### src/rtl/wb_fifo_drain.sv
// wb_fifo_drain: Wishbone master that empties a single-entry mailbox
// slave and forwards each drained word on a valid/ready stream.
module wb_fifo_drain #(
  parameter int            AW            = 32,
  parameter int            DW            = 32,
  parameter logic [AW-1:0] BASE_ADR      = '0,
  parameter bit            USE_IRQ       = 1'b0,
  parameter int            POLL_INTERVAL = 16,
  parameter int            TIMEOUT       = 255
) (
  input  logic            clk,
  input  logic            rst_n,
  input  logic            enable_i,
  input  logic            irq_i,
  output logic [AW-1:0]   wbm_adr_o,
  output logic [DW-1:0]   wbm_dat_o,
  output logic [DW/8-1:0] wbm_sel_o,
  output logic            wbm_we_o,
  output logic            wbm_cyc_o,
  output logic            wbm_stb_o,
  output logic [2:0]      wbm_cti_o,
  output logic [1:0]      wbm_bte_o,
  input  logic [DW-1:0]   wbm_dat_i,
  input  logic            wbm_ack_i,
  input  logic            wbm_err_i,
  input  logic            wbm_rty_i,
  output logic [DW-1:0]   m_data_o,
  output logic            m_valid_o,
  input  logic            m_ready_i,
  output logic            err_o,
  input  logic            err_clr_i
);

  localparam int GW = $clog2(POLL_INTERVAL + 1);
  localparam logic [AW-1:0] STAT_ADR = BASE_ADR + AW'(DW / 8);
  localparam logic [GW-1:0] GAP_LD = GW'(POLL_INTERVAL);
  localparam logic [7:0] TO_LAST = 8'(TIMEOUT - 1);

  typedef enum logic [2:0] {
    IDLE,
    STAT,
    DATA,
    GAP,
    PUSH
  } state_t;

  state_t        state;
  logic [GW-1:0] gcnt;
  logic [7:0]    wcnt;
  logic          tmo;

  assign tmo = (wcnt == TO_LAST);

  assign wbm_dat_o = '0;
  assign wbm_sel_o = '1;
  assign wbm_we_o  = 1'b0;
  assign wbm_cti_o = 3'b000;
  assign wbm_bte_o = 2'b00;
  assign wbm_stb_o = wbm_cyc_o;

  always_ff @(posedge clk or negedge rst_n) begin
    if (!rst_n) begin
      state     <= IDLE;
      gcnt      <= '0;
      wcnt      <= '0;
      wbm_adr_o <= '0;
      wbm_cyc_o <= 1'b0;
      m_data_o  <= '0;
      m_valid_o <= 1'b0;
      err_o     <= 1'b0;
    end else begin
      // a fresh error later in this block overrides the clear
      if (err_clr_i) err_o <= 1'b0;
      unique case (state)
        IDLE: begin
          if (enable_i) begin
            if (!USE_IRQ) begin
              state     <= STAT;
              wbm_cyc_o <= 1'b1;
              wbm_adr_o <= STAT_ADR;
              wcnt      <= '0;
            end else if (irq_i) begin
              state     <= DATA;
              wbm_cyc_o <= 1'b1;
              wbm_adr_o <= BASE_ADR;
              wcnt      <= '0;
            end
          end
        end
        STAT, DATA: begin
          if (!wbm_cyc_o) begin
            wbm_cyc_o <= 1'b1;
            wbm_adr_o <= (state == STAT) ? STAT_ADR : BASE_ADR;
            wcnt      <= '0;
          end else if (wbm_err_i) begin
            wbm_cyc_o <= 1'b0;
            err_o     <= 1'b1;
            state     <= GAP;
            gcnt      <= GAP_LD;
          end else if (wbm_ack_i) begin
            wbm_cyc_o <= 1'b0;
            if (state == DATA) begin
              m_data_o  <= wbm_dat_i;
              m_valid_o <= 1'b1;
              state     <= PUSH;
            end else if (wbm_dat_i[1]) begin
              state <= DATA;
            end else begin
              state <= GAP;
              gcnt  <= GAP_LD;
            end
          end else if (wbm_rty_i) begin
            wbm_cyc_o <= 1'b0;
            state     <= GAP;
            gcnt      <= GAP_LD;
          end else if (tmo) begin
            wbm_cyc_o <= 1'b0;
            err_o     <= 1'b1;
            state     <= GAP;
            gcnt      <= GAP_LD;
          end else begin
            wcnt <= wcnt + 8'd1;
          end
        end
        GAP: begin
          if (gcnt <= GW'(1)) state <= IDLE;
          else gcnt <= gcnt - GW'(1);
        end
        PUSH: begin
          if (m_ready_i) begin
            m_valid_o <= 1'b0;
            state     <= IDLE;
          end
        end
        default: state <= IDLE;
      endcase
    end
  end

endmodule
### config.mk
export PLATFORM = sky130hd
export DESIGN_NAME = wb_fifo_drain
export DESIGN_NICKNAME = d
export VERILOG_FILES = /design/src/rtl/wb_fifo_drain.sv
export SDC_FILE = /design/constraint.sdc
export NUM_CORES = 1
export LEC_CHECK = 0
export ABC_AREA = 0
export BUFFER_PORTS_ARGS = -buffer_cell sky130_fd_sc_hd__buf_2
export CORE_MARGIN = 1
export CORE_UTILIZATION = 41
export CTS_CLUSTER_SIZE = 24
export DETAILED_ROUTE_END_ITERATION = 12
export PLACE_DENSITY = 0.76
export SKIP_LAST_GASP = 1
export SLEW_MARGIN = 10
export SYNTH_ARGS = -nofsm -noshare
export SYNTH_HDL_FRONTEND = slang
export SYNTH_SLANG_ARGS = --single-unit
### constraint.sdc
create_clock -name clk -period 1.9 [get_ports clk]
set_input_delay 0.57 -clock clk [delete_from_list [all_inputs] [get_ports clk]]
set_output_delay 0.57 -clock clk [all_outputs]
set_load 0.01 [all_outputs]
# Yosys cells after proc, flatten, opt, wreduce, memory -nomap -nowiden

Cells that the tools add are included.
Widths: inputs -> output; s select.

Bits in registers: 83
Input port bits: 41

Add/subtract/negate cells: 2
Magnitude comparators: 1
Equal/unequal tests: 21
Multiplexer cells: 51
Bitwise gates (word level): 1
Reduce and logical (&&, ||, !) cells: 12

Operator list:

| cell                | number |
|---|---|
| $mux 32             | 2 |
| $pmux 32 s2         | 1 |
| $mux 8              | 6 |
| $mux 5              | 8 |
| $mux 3              | 10 |
| $mux 1              | 19 |
| $ne 2x2->1 const B  | 9 |
| $reduce_and 6->1    | 3 |
| $pmux 8 s2          | 1 |
| $ne 3x3->1 const B  | 4 |
| $pmux 3 s4          | 1 |
| $pmux 5 s2          | 1 |
| $reduce_and 5->1    | 2 |
| $add 8x1->8 const B | 1 |
| $eq 8x8->1 const B  | 1 |
| $ne 4x4->1 const B  | 2 |
| $eq 3x2->1 const B  | 2 |
| $reduce_bool 2->1   | 3 |
| $le 5x1->1 const B  | 1 |
| $ne 5x5->1 const B  | 1 |
| $sub 5x1->5 const B | 1 |
| $pmux 1 s2          | 2 |
| $eq 3x1->1 const B  | 1 |
| $eq 3x3->1 const B  | 1 |
| 5 further kinds     | 5 |

# Longest topological paths before layout

Gate-level depths: netlist of run 1.

Depth in word-level cells: 7
Mapped depth: 7

# Least setup slack after synthesis of run 1

No wires, ideal clock.

Kind: reg2reg
Start: reg gcnt[0]
End: reg gcnt[2]
Arrival: 1759 ps
Path slack: 17 ps
Cell stages (with the launch flop): 6
Period minus slack after synthesis: 1883 ps
Cells stage by stage: dfrtp_1 ha_1 o21a_1 a311o_1 or3_4 a211o_1

Longest elaborated chain between the ends: 3
Elaborated cells on any way between the ends: 6
Those cells by class: 1 x add/sub; 1 x order compare; 1 x eq/ne; 2 x mux; 1 x reduce/logical

Ends and longest elaborated chain:

| item                                           | RTL line | source |
|---|---|---|
| from (decl)                                    | 48       | `logic [GW-1:0] gcnt;` |
| from (signal assigned)                         | 127      | `else gcnt <= gcnt - GW'(1);` |
| $sub 5x1->5 or $le 5x1->1 (tied branches)      | 127, 126 |  |
| $mux 5 or $ne 2x2->1 (tied branches)           | --       |  |
| $pmux 5 s2 or $reduce_and 6->1 (tied branches) | --       |  |

Parallel ways exist; a longest one is shown, timed or not. The select of a mux whose other input is x is not followed.
A chain may end at the register's enable or synchronous reset.

# Worst setup path in the final report of run 1

Start: reg gcnt[0]
End: reg gcnt[0]

The elaborated chain is that of the path after synthesis.

==> flow_metrics.py, run 1 <==
metrics = {
    "status": {
        "run_status": "completed",
    },
    "logic_synthesis": {
        "synthCells": 268,
        "synthTopCellsByArea": "sky130_fd_sc_hd__dfrtp_1 44%, sky130_fd_sc_hd__buf_4 19%, sky130_fd_sc_hd__mux2_2 12%, sky130_fd_sc_hd__nor2_1 2.3%, sky130_fd_sc_hd__xnor2_1 2.1%",
        "synth_flop_cell": "sky130_fd_sc_hd__dfrtp_1",
        "yosys.area.top_type_share_pct": 44.4,
        "synth_top_area_cell": "sky130_fd_sc_hd__dfrtp_1",
        "flip_flop_and_latch_count_after_synthesis": 52,
        "synth_seq_area_share_pct": 44.4,
        "syn_area_um2": 2930,
        "synth_edf_count": 0,
        "yosysUniqueCellTypes": 42,
        "netlist_top_cells_count": "75 x sky130_fd_sc_hd__buf_4, 52 x sky130_fd_sc_hd__dfrtp_1, 32 x sky130_fd_sc_hd__mux2_2, 18 x sky130_fd_sc_hd__nor2_1, 10 x sky130_fd_sc_hd__nand2_1",
        "syn_avg_cell_area_um2": 10.9,
        "postSynth.asyncResetShare_pct": 100,
        "synth_most_common_cell": "sky130_fd_sc_hd__buf_4",
        "synthesis.yosys.warnings": 0,
    },
    "flow_run": {
        "drv_cap": 0,
    },
    "floorplanning": {
        "initial_core_util_pct": 42.9,
        "num_rows": 30,
        "boundaryPins": 151,
        "die_w_um": 86.5,
        "fp.dieH_um": 86.5,
        "core_area_um2": 6830,
        "fp.dieArea_um2": 7480,
    },
    "timing": {
        "setup-violations-final": 0,
        "finalCritPeriodShare_pct": 98.6,
        "finalMaxSlewViolations": 0,
        "hold_viol": 0,
        "timing.clock.skew_ns": 0.00517,
        "totalNegativeSetupSlack_ns": 0,
        "finalWorstPathRequiredPeriod_ns": 1.87,
        "rsz0062_at_grt": "yes",
        "fmax_mhz": 534,
    },
    "final_layout": {
        "layout.cells.non_filler": 457,
        "nets": 405,
        "insertedDiodeCount": 0,
        "final_core_utilization_pct": 49.4,
        "total_non_filler_cell_area_in_the_finished_layout_um2": 3370,
        "filler_cell_count": 632,
        "area_growth_pct": 15.2,
        "layout-drive-gt1-share_pct": 40.2,
    },
    "drt": {
        "ant_nets": 0,
        "avgViaCountPerCell": 4.35,
        "wirelength_mm": 5.25,
        "firstDrtPassIters": 4,
        "route.vias.total": 1986,
        "number_of_design_rule_violations_left_after_detail_routing": 0,
        "detail_route.wl_per_cell_um": 11.5,
        "detailedRoute.firstIterationViolations": 92,
    },
    "global_routing": {
        "grt_pass1_vias": 1818,
        "grt_pass1_wl_mm": 8.29,
        "maximum_number_of_pins_on_one_net_before_global_route_repair": 34,
        "grt_remaining_overflow": 0,
        "grt_resource_usage_total_pct": 14.1,
        "grt_antenna_before_repair": 0,
    },
    "pwr": {
        "power_leakage_uw": 0.00177,
        "vdd_drop_max_mv": 0.689,
        "report.power.total_uw": 4490,
        "p_per_area_nw_per_um2": 1330,
    },
    "placement": {
        "gp_congestion": 0.805,
        "placement.io_buffers": 76,
        "placed_cell_area_um2": 3230,
        "cell_count_after_placement": 446,
        "place.detailed.hpwl_mm": 4.05,
    },
    "clock_network": {
        "clock_tree_from_tritoncts": "built",
        "cts_inserted_buffers": 5,
        "clock_sinks": 52,
        "clk_pin_slew_worst_paths_ns": 0.09,
        "cts_root_buf": "sky130_fd_sc_hd__clkbuf_8",
        "deepest_clock_path_buffer_count": 2,
        "clkLatencyLatePin_ns": 0.30,
        "h-tree-depth": 2,
    },
    "setup_path": {
        "worstPathMaxFanout": 3,
        "type_of_the_setup_path_with_the_least_slack": "register to register",
        "setup.worst_path.start_class": "register",
        "arrival_ns": 2.07,
        "nature_of_the_critical_path_endpoint": "register",
        "worstPathRequired_ns": 2.09,
    },
    "min_path": {
        "hold_class": "input pin to asynchronous set/reset pin",
    },
}
## cell usage in the layout (no fill, tap or decap), types with 2 or more instances in the layout
cell	count
sky130_fd_sc_hd__nor3_1	6
sky130_fd_sc_hd__clkbuf_1	2
sky130_fd_sc_hd__mux2_2	32
sky130_fd_sc_hd__nand2_1	10
sky130_fd_sc_hd__a21oi_1	5
sky130_fd_sc_hd__nor2_1	18
sky130_fd_sc_hd__o2bb2ai_1	2
sky130_fd_sc_hd__buf_2	76
sky130_fd_sc_hd__xnor2_1	7
sky130_fd_sc_hd__nor2b_1	2
sky130_fd_sc_hd__ha_1	3
sky130_fd_sc_hd__dfrtp_1	52
sky130_fd_sc_hd__clkbuf_8	6
sky130_fd_sc_hd__a22o_1	2
sky130_fd_sc_hd__buf_12	2
sky130_fd_sc_hd__o31ai_2	2
sky130_fd_sc_hd__nand3_1	4
sky130_fd_sc_hd__conb_1	73
sky130_fd_sc_hd__mux2i_1	2
sky130_fd_sc_hd__a21o_1	2
sky130_fd_sc_hd__inv_1	8
sky130_fd_sc_hd__buf_6	2
sky130_fd_sc_hd__nor3b_1	2
sky130_fd_sc_hd__buf_4	15
sky130_fd_sc_hd__nor4_1	4
## final timing paths
kind                                    from            to  slack [ns]  cells after the start
max in group asynchronous              rst_n  m_data_o[16]        1.15                      2
min in group clk                   err_clr_i         err_o        0.45                      2
worst max-delay path                 gcnt[0]       gcnt[0]        0.03                      6
worst min register to register  m_data_o[16]  m_data_o[16]        0.51                      1
worst max register to register       gcnt[0]       gcnt[0]        0.03                      6
worst min-delay path                   rst_n   m_data_o[7]        0.22                      1
## layer usage
metal  GRT usage, %  wire length [um]  vias to the layer above
met2           24.0              2640                       91
met1           18.0              2210                      942
met5              0                 0                        -
met3           3.43               337                        9
li1               -                 -                      944
met4           3.79                68                        0
## state kept, by name, summed over array words and instances (netlist names)
signal and count:
wcnt 8, state 3, m_data_o 32, gcnt 5
wbm_cyc_o 1, m_valid_o 1, wbm_adr_o 1, err_o 1
## power breakdown
part	switching, uW	internal [uW]	leakage [uW]
clock	331	298	0.0000455
combinational	994	1030	0.00106
sequential	273	1570	0.000664
total	1600	2890	0.00177
## cells by family after synthesis
logic type	count (synthesis)	share of synthesized area [%]
buffers and inverters	89	21.7
AO/OA/AOI/OAI	26	7.27
adder cells (fa/ha/maj)	4	1.71
flip-flops	52	44.4
multiplexers	34	13.0
XOR/XNOR	7	2.09
AND/OR/NAND/NOR	54	9.53
other	2	0.257
## critical path: stages, from the launching register on
cell and delay [ns]:
sky130_fd_sc_hd__dfrtp_1 0.41, sky130_fd_sc_hd__ha_2 0.18, sky130_fd_sc_hd__o21a_1 0.18, sky130_fd_sc_hd__a311o_1 0.32
sky130_fd_sc_hd__or3_4 0.36, sky130_fd_sc_hd__buf_4 0.15, sky130_fd_sc_hd__a21o_1 0.18
## layout make-up
cell class	count	area, um2	area share (%)
Sequential cell	52	1300	38.6
Multi-Input combinational cell	198	1270	37.8
Timing Repair Buffer	95	556	16.5
Tap cell	96	120	3.56
Clock buffer	8	90.1	2.67
Inverter	8	30.0	0.891
## repair_timing
| item | 4_1_cts | 5_1_grt |
|---|---|---|
| setup endpoints to repair | 2 | 13 |
| pin swaps | 5 | 1 |
| gates resized for setup | 3 | 3 |
| hold buffers | 0 | 0 |
| buffers inserted | 3 | 0 |
## metrics by stage
stage	setup WS, ns	hold slack (ns)
floorplan	0.0167	0.274
global placement	-0.104	0.456
detailed placement	-0.137	0.485
CTS	-0.000111	0.235
global route	-0.00633	0.245
finish	0.0257	0.218
Power figures use the tool's default switching activity.
==> inputs of run 2 (changes only) <==
--- a/config.mk
+++ b/config.mk
@@ -11,7 +11,7 @@
 export CORE_UTILIZATION = 41
 export CTS_CLUSTER_SIZE = 24
 export DETAILED_ROUTE_END_ITERATION = 12
-export PLACE_DENSITY = 0.76
+export PLACE_DENSITY = 0.73
 export SKIP_LAST_GASP = 1
 export SLEW_MARGIN = 10
 export SYNTH_ARGS = -nofsm -noshare
==> flow_metrics.py, run 2 (synthesis results as in run 1) <==
metrics = {
    "status": {
        "run_status": "completed",
    },
    "global_routing": {
        "grt_resource_usage_total_pct": 14.3,
        "grt_pass1_wl_mm": 8.50,
        "maximum_number_of_pins_on_one_net_before_global_route_repair": 53,
        "grt_remaining_overflow": 0,
        "grt_pass1_vias": 1907,
        "grt_antenna_before_repair": 0,
    },
    "drt": {
        "detailedRoute.firstIterationViolations": 64,
        "avgViaCountPerCell": 4.34,
        "wirelength_mm": 5.22,
        "ant_nets": 0,
        "route.vias.total": 1971,
        "detail_route.wl_per_cell_um": 11.5,
        "firstDrtPassIters": 4,
        "number_of_design_rule_violations_left_after_detail_routing": 0,
    },
    "final_layout": {
        "filler_cell_count": 623,
        "layout_commonest_cell": "sky130_fd_sc_hd__buf_2",
        "seq_area_um2": 1300,
        "insertedDiodeCount": 0,
        "nets": 403,
        "largest_register_ff_count": 32,
        "multi_input_comb_area_um2": 1270,
        "mostFrequentLayoutCells": "76 x sky130_fd_sc_hd__buf_2, 73 x sky130_fd_sc_hd__conb_1, 52 x sky130_fd_sc_hd__dfrtp_1",
        "area_growth_pct": 15.7,
        "max_flop_register": "m_data_o",
        "layout-drive-gt1-share_pct": 39.9,
        "total_non_filler_cell_area_in_the_finished_layout_um2": 3390,
        "largest_registers": "m_data_o (32), wcnt (8), gcnt (5)",
    },
    "pwr": {
        "report.power.total_uw": 4690,
        "power_leakage_uw": 0.00178,
        "p_per_area_nw_per_um2": 1380,
        "vdd_drop_max_mv": 0.836,
    },
    "setup_path": {
        "timing.critical_path.buf_inv": 1,
        "crit_path_max_incr_delay_ns": 0.42,
        "cp_cell_sequence": "inv_1 -> ha_1 -> nand3_2 -> o21ai_4 -> a21boi_2 -> or3_4 -> a211o_1",
        "cp_slowest_cell": "sky130_fd_sc_hd__or3_4",
        "arrival_ns": 2.00,
        "worstPathMaxFanout": 5,
        "nature_of_the_critical_path_endpoint": "register",
        "worstPathRequired_ns": 2.09,
        "type_of_the_setup_path_with_the_least_slack": "register to register",
        "setup.worst_path.start_class": "register",
        "critical_path.top_delay_family": "compound AO/OA/AOI/OAI gates",
    },
    "timing": {
        "fmax_mhz": 552,
        "finalCritPeriodShare_pct": 95.3,
        "hold_viol": 0,
        "rsz0062_at_grt": "no",
        "totalNegativeSetupSlack_ns": 0,
        "finalMaxSlewViolations": 0,
        "finalWorstPathRequiredPeriod_ns": 1.81,
        "setup-violations-final": 0,
        "timing.clock.skew_ns": 0.00708,
    },
    "placement": {
        "gp_congestion": 0.742,
        "placed_cell_area_um2": 3210,
        "place.detailed.hpwl_mm": 3.83,
        "placement.io_buffers": 76,
    },
    "min_path": {
        "hold_class": "input pin to asynchronous set/reset pin",
    },
    "floorplanning": {
        "initial_core_util_pct": 42.9,
        "core_area_um2": 6830,
        "fp.dieH_um": 86.5,
        "num_rows": 30,
        "fp.dieArea_um2": 7480,
        "boundaryPins": 151,
        "die_w_um": 86.5,
    },
    "clock_network": {
        "clkLatencyLatePin_ns": 0.30,
        "clock_sinks": 52,
        "hold_buf_cts": 0,
        "cts_inserted_buffers": 5,
        "h-tree-depth": 2,
        "cts_root_buf": "sky130_fd_sc_hd__clkbuf_8",
        "deepest_clock_path_buffer_count": 2,
        "clock_tree_from_tritoncts": "built",
        "clk_pin_slew_worst_paths_ns": 0.09,
    },
    "flow_run": {
        "drv_cap": 0,
    },
}
-- run 2: power by group --
part | internal (uW) | switching (uW)
sequential | 1570 | 283
combinational | 1000 | 964
clock | 518 | 347
-- run 2: through the flow --
step / hold WS, ns / setup slack (ns) / std cells / util [%]
2_1_floorplan: 0.274 / 0.0167 / 339 / -
3_3_place_gp: 0.458 / -0.0513 / 443 / 47.0
3_5_place_dp: 0.468 / -0.104 / 443 / 47.0
4_1_cts: 0.254 / 0.00133 / 453 / 49.3
5_1_grt: 0.263 / 0.0188 / 454 / 49.6
6_report: 0.242 / 0.0886 / 454 / 49.6
-- run 2: worst register-to-register path, stage by stage, from the launching register on --
cell and delay, ns:
sky130_fd_sc_hd__dfrtp_1 0.40, sky130_fd_sc_hd__inv_1 0.06, sky130_fd_sc_hd__ha_1 0.15, sky130_fd_sc_hd__nand3_2 0.10
sky130_fd_sc_hd__o21ai_4 0.19, sky130_fd_sc_hd__a21boi_2 0.08, sky130_fd_sc_hd__or3_4 0.42, sky130_fd_sc_hd__a211o_1 0.30
-- run 2: final timing paths --
check,from,to,slack (ns),cells past startpoint
max,wcnt[0],gcnt[2],0.09,7
max in group asynchronous,rst_n,wcnt[6],1.41,2
min,rst_n,m_data_o[6],0.24,2
max reg2reg,wcnt[0],gcnt[2],0.09,7
min reg2reg,m_valid_o,m_valid_o,0.49,1
min in group clk,err_clr_i,err_o,0.46,2
-- run 2: layer usage --
metal | share of wire, % | track usage, %
met3 | 7.6 | 4.19
met5 | 0 | 0
met2 | 48 | 24.2
met4 | 1.3 | 4.85
met1 | 43 | 17.5
-- run 2: cell type report --
type                       instances  area share (%)
clock inverter                     2            1.77
sequential                        52            38.4
timing repair buffer              93            15.8
tap                               96            3.55
inverter                           8           0.887
clock buffer                       5            2.03
multi-input combinational        198            37.5
-- run 2: repair_timing --
| item | 4_1_cts | 5_1_grt |
|---|---|---|
| resized for setup | 1 | 3 |
| gates cloned | 0 | 0 |
| endpoints found under the setup margin | 1 | 10 |
| setup buffers | 3 | 1 |
| pin swaps | 4 | 4 |
==> inputs of run 3 (changes only) <==
--- a/config.mk
+++ b/config.mk
@@ -11,6 +11,7 @@
 export CORE_UTILIZATION = 41
 export CTS_CLUSTER_SIZE = 24
 export DETAILED_ROUTE_END_ITERATION = 12
+export MAX_ROUTING_LAYER = met4
 export PLACE_DENSITY = 0.73
 export SKIP_LAST_GASP = 1
 export SLEW_MARGIN = 10
==> flow_metrics.py, run 3 (synthesis results as in run 1) <==
metrics = {
    "global_routing": {
        "grt_resource_usage_total_pct": 14.8,
        "grt_antenna_before_repair": 0,
        "grt_pass1_wl_mm": 8.50,
        "grt_pass1_vias": 1906,
        "maximum_number_of_pins_on_one_net_before_global_route_repair": 53,
        "grt_remaining_overflow": 0,
    },
    "timing": {
        "hold_viol": 0,
        "totalNegativeSetupSlack_ns": 0,
        "finalWorstPathRequiredPeriod_ns": 1.81,
        "finalMaxSlewViolations": 0,
        "finalCritPeriodShare_pct": 95.3,
        "setup-violations-final": 0,
        "fmax_mhz": 552,
        "rsz0062_at_grt": "no",
        "timing.clock.skew_ns": 0.00802,
    },
    "drt": {
        "wirelength_mm": 5.21,
        "firstDrtPassIters": 4,
        "ant_nets": 0,
        "avgViaCountPerCell": 4.36,
        "detail_route.wl_per_cell_um": 11.5,
        "route.vias.total": 1981,
        "detailedRoute.firstIterationViolations": 66,
        "number_of_design_rule_violations_left_after_detail_routing": 0,
    },
    "final_layout": {
        "max_flop_register": "m_data_o",
        "insertedDiodeCount": 0,
        "layout_commonest_cell": "sky130_fd_sc_hd__buf_2",
        "nets": 403,
        "layout.cells.non_filler": 454,
        "total_non_filler_cell_area_in_the_finished_layout_um2": 3390,
        "layout-drive-gt1-share_pct": 39.9,
        "largest_register_ff_count": 32,
        "area_growth_pct": 15.7,
        "mostFrequentLayoutCells": "76 x sky130_fd_sc_hd__buf_2, 73 x sky130_fd_sc_hd__conb_1, 52 x sky130_fd_sc_hd__dfrtp_1",
        "filler_cell_count": 623,
        "largest_registers": "m_data_o (32), wcnt (8), gcnt (5)",
    },
    "placement": {
        "gp_congestion": 0.751,
        "placed_cell_area_um2": 3210,
        "cell_count_after_placement": 443,
        "placement.io_buffers": 76,
        "place.detailed.hpwl_mm": 3.83,
    },
    "clock_network": {
        "clkLatencyLatePin_ns": 0.30,
        "clock_sinks": 52,
        "deepest_clock_path_buffer_count": 2,
        "cts_inserted_buffers": 5,
        "hold_buf_cts": 0,
        "cts_root_buf": "sky130_fd_sc_hd__clkbuf_8",
        "h-tree-depth": 2,
        "clock_tree_from_tritoncts": "built",
        "clk_pin_slew_worst_paths_ns": 0.09,
    },
    "setup_path": {
        "worstPathMaxFanout": 5,
        "setup.reg_to_reg.worst_slack_ns": 0.09,
        "regToRegEndpoint": "gcnt[2]",
        "setup.worst_path.start_class": "register",
        "type_of_the_setup_path_with_the_least_slack": "register to register",
        "worstPathRequired_ns": 2.09,
        "regToRegStartpoint": "wcnt[0]",
        "arrival_ns": 2.00,
        "rr_worst_depth": 7,
        "nature_of_the_critical_path_endpoint": "register",
    },
    "pwr": {
        "p_per_area_nw_per_um2": 1380,
        "vdd_drop_max_mv": 0.840,
        "power_leakage_uw": 0.00178,
    },
    "floorplanning": {
        "num_rows": 30,
        "core_area_um2": 6830,
        "die_w_um": 86.5,
        "fp.dieH_um": 86.5,
        "boundaryPins": 151,
        "initial_core_util_pct": 42.9,
        "fp.dieArea_um2": 7480,
    },
    "flow_run": {
        "drv_cap": 0,
    },
    "min_path": {
        "hold_class": "input pin to asynchronous set/reset pin",
    },
    "status": {
        "run_status": "completed",
    },
}
[run 3: worst max-delay path by stage]
stage,from,depth (start not counted),to,slack (ns)
CTS,gcnt[0],5,gcnt[2],0.001
floorplan,gcnt[0],5,gcnt[2],0.02
global placement,wbm_ack_i,5,m_data_o[31],-0.05
detailed placement,wbm_ack_i,5,m_data_o[14],-0.10
finish,wcnt[0],7,gcnt[2],0.09
global route,state[0],5,gcnt[2],0.02
[run 3: what timing repair did]
item	in CTS	in global routing
hold endpoints to repair	0	0
buffers inserted	3	1
cloned	0	0
endpoints found under the setup margin	1	10
resized for setup	1	3
pin swaps	4	4
[run 3: report_power, final]
group	total (uW)	internal (uW)	switching, uW
Clock	868	518	350
Sequential	1850	1570	284
Combinational	1970	1000	965
[run 3: metal layers]
layer	vias to the layer above	routed length [um]	track usage, %
li1	939	-	-
met1	942	2270	18.0
met2	94	2540	24.2
met3	6	336	3.43
met4	0	66	4.85
met5	-	0	-
[run 3: critical path, stage by stage (launching register included)]
cell                       delay [ns]
sky130_fd_sc_hd__dfrtp_1         0.40
sky130_fd_sc_hd__inv_1           0.06
sky130_fd_sc_hd__ha_1            0.15
sky130_fd_sc_hd__nand3_2         0.10
sky130_fd_sc_hd__o21ai_4         0.19
sky130_fd_sc_hd__a21boi_2        0.08
sky130_fd_sc_hd__or3_4           0.43
sky130_fd_sc_hd__a211o_1         0.30
[run 3: layout make-up]
type	count	area, um2	share of cell area, %
clock buffer	5	68.8	2.03
clock inverter	2	60.1	1.77
inverter	8	30.0	0.887
multi-input combinational	198	1270	37.5
sequential	52	1300	38.4
tap	96	120	3.55
timing repair buffer	93	537	15.8
[run 3: through the flow]
step | power [uW] | worst slack [ns] | util, % | hold WS [ns]
6_report | 4690 | 0.0888 | 49.6 | 0.238
5_1_grt | 5030 | 0.0188 | 49.6 | 0.263
4_1_cts | 4700 | 0.00133 | 49.3 | 0.254
3_5_place_dp | 3760 | -0.104 | 47.0 | 0.468
3_3_place_gp | 3690 | -0.0513 | 47.0 | 0.458
2_1_floorplan | 3140 | 0.0167 | - | 0.274
